$ cat config.mk
export PLATFORM = sky130hd
export DESIGN_NAME = johnson_decoder
export DESIGN_NICKNAME = d
export VERILOG_FILES = /design/src/rtl/johnson_pkg.sv /design/src/rtl/johnson_code_decode.sv /design/src/rtl/johnson_decoder.sv
export SDC_FILE = /design/constraint.sdc
export NUM_CORES = 1
export LEC_CHECK = 0
export CAP_MARGIN = 40
export CORE_AREA = 10 10 66 68
export CTS_CLUSTER_DIAMETER = 80
export DETAILED_ROUTE_END_ITERATION = 10
export DIE_AREA = 0 0 76 78
export PLACE_DENSITY = 0.83
export SETUP_SLACK_MARGIN = 0.3
export SLEW_MARGIN = 20
export SYNTH_ARGS = -nofsm -noshare
export SYNTH_HDL_FRONTEND = slang
export SYNTH_SLANG_ARGS = --single-unit
$ cat constraint.sdc
create_clock -name clk -period 3.1 [get_ports clk]
set_clock_uncertainty 0.15 [all_clocks]
set_input_delay 0.62 -clock clk [delete_from_list [all_inputs] [get_ports clk]]
set_output_delay 0.62 -clock clk [all_outputs]
set_load 0.02 [all_outputs]
$ cat src/rtl/johnson_pkg.sv
// Shared types and the generic Johnson-code decode function for johnson_decoder.
// Codes are decoded at up to JC_MAX_W stages; callers pass their actual width.
package johnson_pkg;

    localparam int unsigned JC_MAX_W = 16;
    localparam int unsigned JC_DEF_W = 4;
    localparam int unsigned IDX_W    = $clog2(2 * JC_DEF_W);

    typedef enum logic [1:0] {
        UNLOCKED = 2'd0,
        ACQUIRE  = 2'd1,
        LOCKED   = 2'd2
    } jc_state_e;

    typedef struct packed {
        logic        legal;
        logic [31:0] idx;
    } jc_dec_t;

    function automatic jc_dec_t jc_decode(
        input logic [JC_MAX_W-1:0] code,
        input int unsigned         w
    );
        jc_dec_t     r;
        int unsigned pc;
        logic [31:0] c32;
        logic [31:0] lo;
        logic [31:0] hi;
        logic [31:0] all;
        logic        msb;
        pc = 0;
        for (int i = 0; i < JC_MAX_W; i++) begin
            if (i < w) pc += 32'(code[i]);
        end
        c32 = 32'(code);
        msb = c32[w-1];
        // ones packed at the bottom (msb=0) or at the top (msb=1)
        lo  = (32'd1 << pc) - 32'd1;
        all = (32'd1 << w) - 32'd1;
        hi  = all & ~((32'd1 << (w - pc)) - 32'd1);
        r.legal = msb ? (c32 == hi) : (c32 == lo);
        r.idx   = msb ? (2 * w - pc) : pc;
        return r;
    endfunction

endpackage

$ cat src/rtl/johnson_code_decode.sv
// Combinational Johnson code checker: code -> {legal, binary phase index}.
module johnson_code_decode
    import johnson_pkg::*;
#(
    parameter int unsigned WIDTH = 4,
    localparam int unsigned IW   = $clog2(2 * WIDTH)
) (
    input  logic [WIDTH-1:0] code_i,
    output logic             legal_o,
    output logic [IW-1:0]    idx_o
);

    jc_dec_t dec;

    assign dec     = jc_decode(JC_MAX_W'(code_i), WIDTH);
    assign legal_o = dec.legal;
    assign idx_o   = IW'(dec.idx);

endmodule

$ cat src/rtl/johnson_decoder.sv
// Johnson code decoder with sequence lock tracking and saturating error count.
// Define JOHNSON_DECODER_HOLD_TOLERANT_EN to accept repeated codes as holds.
module johnson_decoder
    import johnson_pkg::*;
#(
    parameter int unsigned WIDTH     = 4,
    parameter int unsigned LOCK_CNT  = 3,
    parameter int unsigned ERR_CNT_W = 8,
    localparam int unsigned IW       = $clog2(2 * WIDTH)
) (
    input  logic                 clk,
    input  logic                 rst_n,
    input  logic                 in_valid,
    input  logic [WIDTH-1:0]     jc_in,
    output logic [IW-1:0]        idx_out,
    output logic                 idx_valid,
    output logic                 code_err,
    output logic                 seq_err,
    output logic                 locked,
    output logic [ERR_CNT_W-1:0] err_count
);

`ifdef JOHNSON_DECODER_HOLD_TOLERANT_EN
    localparam bit HOLD_EN = 1'b1;
`else
    localparam bit HOLD_EN = 1'b0;
`endif

    localparam logic [IW-1:0] LAST = IW'(2 * WIDTH - 1);
    localparam logic [3:0]    LOCK_LAST = 4'(LOCK_CNT - 1);

    jc_state_e            state_q;
    logic [3:0]           steps_q;
    logic [IW-1:0]        prev_q;
    logic [IW-1:0]        idx_q;
    logic                 idx_valid_q;
    logic                 code_err_q;
    logic                 seq_err_q;
    logic                 locked_q;
    logic [ERR_CNT_W-1:0] err_q;

    logic          legal;
    logic [IW-1:0] idx;
    logic [IW-1:0] prev_nxt;
    logic          step_ok;
    logic          hold;
    logic          code_err_d;
    logic          seq_err_d;

    johnson_code_decode #(
        .WIDTH (WIDTH)
    ) u_dec (
        .code_i  (jc_in),
        .legal_o (legal),
        .idx_o   (idx)
    );

    assign prev_nxt   = (prev_q == LAST) ? '0 : prev_q + 1'b1;
    assign step_ok    = (idx == prev_nxt);
    assign hold       = HOLD_EN && (idx == prev_q);
    assign code_err_d = in_valid && !legal;
    assign seq_err_d  = in_valid && legal && (state_q == LOCKED)
                        && !step_ok && !hold;

    always_ff @(posedge clk or negedge rst_n) begin
        if (!rst_n) begin
            state_q     <= UNLOCKED;
            steps_q     <= '0;
            prev_q      <= '0;
            idx_q       <= '0;
            idx_valid_q <= 1'b0;
            code_err_q  <= 1'b0;
            seq_err_q   <= 1'b0;
            locked_q    <= 1'b0;
            err_q       <= '0;
        end else begin
            idx_valid_q <= 1'b0;
            code_err_q  <= code_err_d;
            seq_err_q   <= seq_err_d;
            if ((code_err_d || seq_err_d) && (err_q != '1)) begin
                err_q <= err_q + 1'b1;
            end
            if (in_valid && !legal) begin
                state_q  <= UNLOCKED;
                steps_q  <= '0;
                locked_q <= 1'b0;
            end else if (in_valid) begin
                idx_valid_q <= 1'b1;
                idx_q       <= idx;
                prev_q      <= idx;
                unique case (state_q)
                    UNLOCKED: begin
                        steps_q <= '0;
                        state_q <= ACQUIRE;
                    end
                    ACQUIRE: begin
                        if (hold) begin
                            steps_q <= steps_q;
                        end else if (step_ok && steps_q == LOCK_LAST) begin
                            steps_q  <= steps_q + 1'b1;
                            state_q  <= LOCKED;
                            locked_q <= 1'b1;
                        end else if (step_ok) begin
                            steps_q <= steps_q + 1'b1;
                        end else begin
                            steps_q <= '0;
                        end
                    end
                    LOCKED: begin
                        if (!step_ok && !hold) begin
                            steps_q  <= '0;
                            state_q  <= ACQUIRE;
                            locked_q <= 1'b0;
                        end
                    end
                    default: begin
                        state_q  <= UNLOCKED;
                        locked_q <= 1'b0;
                    end
                endcase
            end
        end
    end

    assign idx_out   = idx_q;
    assign idx_valid = idx_valid_q;
    assign code_err  = code_err_q;
    assign seq_err   = seq_err_q;
    assign locked    = locked_q;
    assign err_count = err_q;

endmodule
==> flow_summary_export.csv <==
group,metric,value,unit
status,status,"finished, violations left",
status,violations,"negative setup slack",
sta,worst_slew_pin_slew,0.5667,ns
layout,final_cell_mix,"buf_4, dfrtp_1, clkdlybuf4s50_1",
worst_hold_path,min_from,"err_count[4]",
setup_path,cp-start-kind,"primary input",
global_route,antenna_found_initial,0,
placement,io_buffer_count,21,
setup_path,worstSetupStartpoint,"jc_in[0]",
drt,drtAntennaViolNets,0,
setup_path,regToRegSetupSlack,0.56,ns
power_and_ir_drop,irDropWorstVdd,0.3390,mV
layout,fin_area,0.002401,mm^2
global_route,grt_pass1_wl,7.314,mm
layout,utilization,0.7552,
drt,wl_per_cell,15.12,um
synthesis,seq_area_frac_synth,0.3226,
setup_path,path_class,"primary input to flip-flop",
synthesis,synth_edf_count,0,
sta,drv_slew,0,
setup_path,max_stage_delay,0.38,ns
synthesis,syn_inst,175,
setup_path,arrival,3.96,ns
synthesis,yosysUniqueCellTypes,50,
layout,fillers,220,
sta,setup_tns,-13.27,ns
setup_path,path_common_cell,"ha_4",
global_route,globalRouteTotalUtil,0.1446,
synthesis,ys.warnings.count,0,
sta,timing.slew.headroom,0.6210,
setup_path,critical_path_required,3.19,ns
drt,route.detailed.drc,0,
layout,n_antenna_cell,0,
global_route,grt_overflow,0,
layout,layout-drive-gt1-share,0.3602,
drt,dr.pass1.iters,4,
synthesis,syn_nets,204,
worst_hold_path,min-delay-path-class,"flip-flop to flip-flop",
power_and_ir_drop,power_leakage,0.001090,uW
setup_path,r2r_cells,9,
synthesis,synthesis.area,0.001629,mm^2
drt,routed_wl,4.265,mm
synthesis,yosysTopAreaCell,"dfrtp_1",
sta,whs,0.3562,ns
sta,max_freq,258.5,MHz
synthesis,ys_ff_latch,21,
placement,dp_hpwl,3.253,mm
synthesis,yosys-top-cells-area,"dfrtp_1, ha_1, inv_1, nor2_1, xor2_1",
sta,min_period,3.868,ns
floorplan,initial_core_util,0.5124,
clock_network,clock_path_buffers,2,
floorplan,die-area,0.005928,mm^2
setup_path,critPathSlowestCell,"or3_4",
drt,vias_per_cell,5.316,
global_route,grt_pass1_vias,1646,
clock_network,clock_latency,0.31,ns
layout,layout_commonest_cell,"buf_4",
sta,fin_ws,-0.7684,ns
clock_network,clk_pin_slew_worst_paths,0.13,ns
synthesis,ys.flop_type,"dfrtp_1",
synthesis,ys_async_sr_fraction,1.000,
drt,via_count,1499,
floorplan,io_pins,22,
synthesis,avgSynthCellArea,9.309,um^2
job,cap_violations,0,
power_and_ir_drop,p_total,1444,uW
setup_path,rr_endpoint,"err_count[1]",
clock_network,root_buffer,"clkbuf_4",
floorplan,core-area,0.003179,mm^2
clock_network,cts_buffers,3,
layout,syn2layout_area_growth,47.39,%
setup_path,r2r-start,"idx_out[0]",
layout,final_nets,266,
sta,setup_viol,21,
global_route,grt_max_degree,22,
clock_network,cts.sinks,21,
clock_network,cts_tree,"done",
synthesis,synth_top_area_frac,0.3226,
floorplan,die_height,78,um
drt,initialDrtViolationCount,108,
sta,rsz0062_at_grt,"true",
floorplan,rows,21,
sta,hold_viol_final,0,
clock_network,cts_max_level,1,
floorplan,fp.dieW,76,um
setup_path,crit_path_end_kind,"flip-flop",
setup_path,crit_chain,"buf_8, ha_4, inv_2, fa_2, inv_2, ha_4, inv_4, ha_4, inv_4, ha_4, nand4b_1, ha_2, or3_4, a311oi_4, o21bai_4, o221ai_4, nor3_2, xor2_1",
placement,place_area,0.002232,mm^2
power_and_ir_drop,pwr_density_cell,601.4,mW/mm^2
sta,period_share,1.248,
placement,place.gp.congestion,0.8754,
setup_path,crit_path_end,"err_count[7]",
setup_path,crit_fanout,7,
[synthesized netlist by cell type (2+ instances only)]
master	n
dfrtp_1	21
ha_1	20
inv_1	17
nor2_1	14
nand2_1	10
nand3_1	10
o21ai_0	9
a21oi_1	7
nor3_1	6
xor2_1	6
nor2b_1	4
a31oi_1	3
mux2_2	3
xnor2_1	3
and2_1	2
fa_1	2
mux2i_1	2
or3_1	2
or4_1	2
or4b_1	2
[cell type report]
class                           count  area (um^2)  area share
Timing Repair Buffer               60        514.2      0.2142
Clock buffer                        3        22.52    0.009380
Multi-Input combinational cell    134         1207      0.5029
Sequential cell                    21        525.5      0.2189
Clock inverter                      1        5.005    0.002084
Inverter                           17        68.82     0.02866
Tap cell                           46        57.56     0.02397
[cell families (layout without fill, tap and decap cells)]
logic type / after synthesis / count (layout) / share of synthesized area
AO/OA/AOI/OAI: 30 / 30 / 0.1206
XOR/XNOR: 9 / 9 / 0.04839
adder cells (fa/ha/maj): 22 / 22 / 0.1782
buffers and inverters: 20 / 81 / 0.05145
flip-flops: 21 / 21 / 0.3226
multiplexers: 7 / 7 / 0.04838
other: 1 / 1 / 0.002302
AND/OR/NAND/NOR: 65 / 65 / 0.2281
[layer usage]
layer | wire length (um) | global-route usage | part of all wire | up-vias
met5 | 0 | 0 | 0 | -
met1 | 1611 | 0.1542 | 0.38 | 724
met2 | 2394 | 0.2747 | 0.56 | 37
li1 | - | - | - | 726
met4 | 123 | 0.06061 | 0.029 | 0
met3 | 136 | 0.02304 | 0.032 | 12
[worst min path at each step]
stage,endpoint,depth (start not counted)
after floorplan,code_err,0
after detailed placement,err_count[4],1
final,err_count[4],1
after global placement,err_count[4],1
after global routing,err_count[4],1
after CTS,err_count[4],1
[state kept, by name, indices dropped and copies added (netlist names)]
| name | flops |
|---|---|
| code_err | 1 |
| err_count | 8 |
| idx_out | 3 |
| idx_valid | 1 |
| locked | 1 |
| seq_err | 1 |
| state_q | 2 |
| steps_q | 4 |
[power by group]
part / switching (uW) / total, uW / internal [uW]
sequential: 78.9 / 416 / 337
clock: 85.9 / 134 / 48.0
combinational: 425 / 894 / 469
[what timing repair did]
action                                  in CTS  in global routing
pin swaps                                   15                 12
gates resized for setup                     23                 12
gates cloned                                 0                  0
endpoints found under the setup margin      21                 21
setup buffers                                4                  2
hold buffers                                 0                  0
[worst max-delay path: cells and delay by family]
kind | cells | cell delay [ns]
AO/OA/AOI/OAI | 3 | 0.66
XOR/XNOR | 1 | 0.17
adder cells (fa/ha/maj) | 6 | 1.45
buffers and inverters | 5 | 0.31
AND/OR/NAND/NOR | 3 | 0.75
[metrics by stage]
| step | cells | worst slack [ns] |
|---|---|---|
| 5_1_grt | 282 | -0.8780 |
| 2_1_floorplan | 175 | -0.9819 |
| 6_report | 282 | -0.7684 |
| 4_1_cts | 280 | -0.7784 |
| 3_5_place_dp | 272 | -1.612 |
| 3_3_place_gp | 272 | -1.500 |
Note: power is estimated with default switching activity, not from simulation.
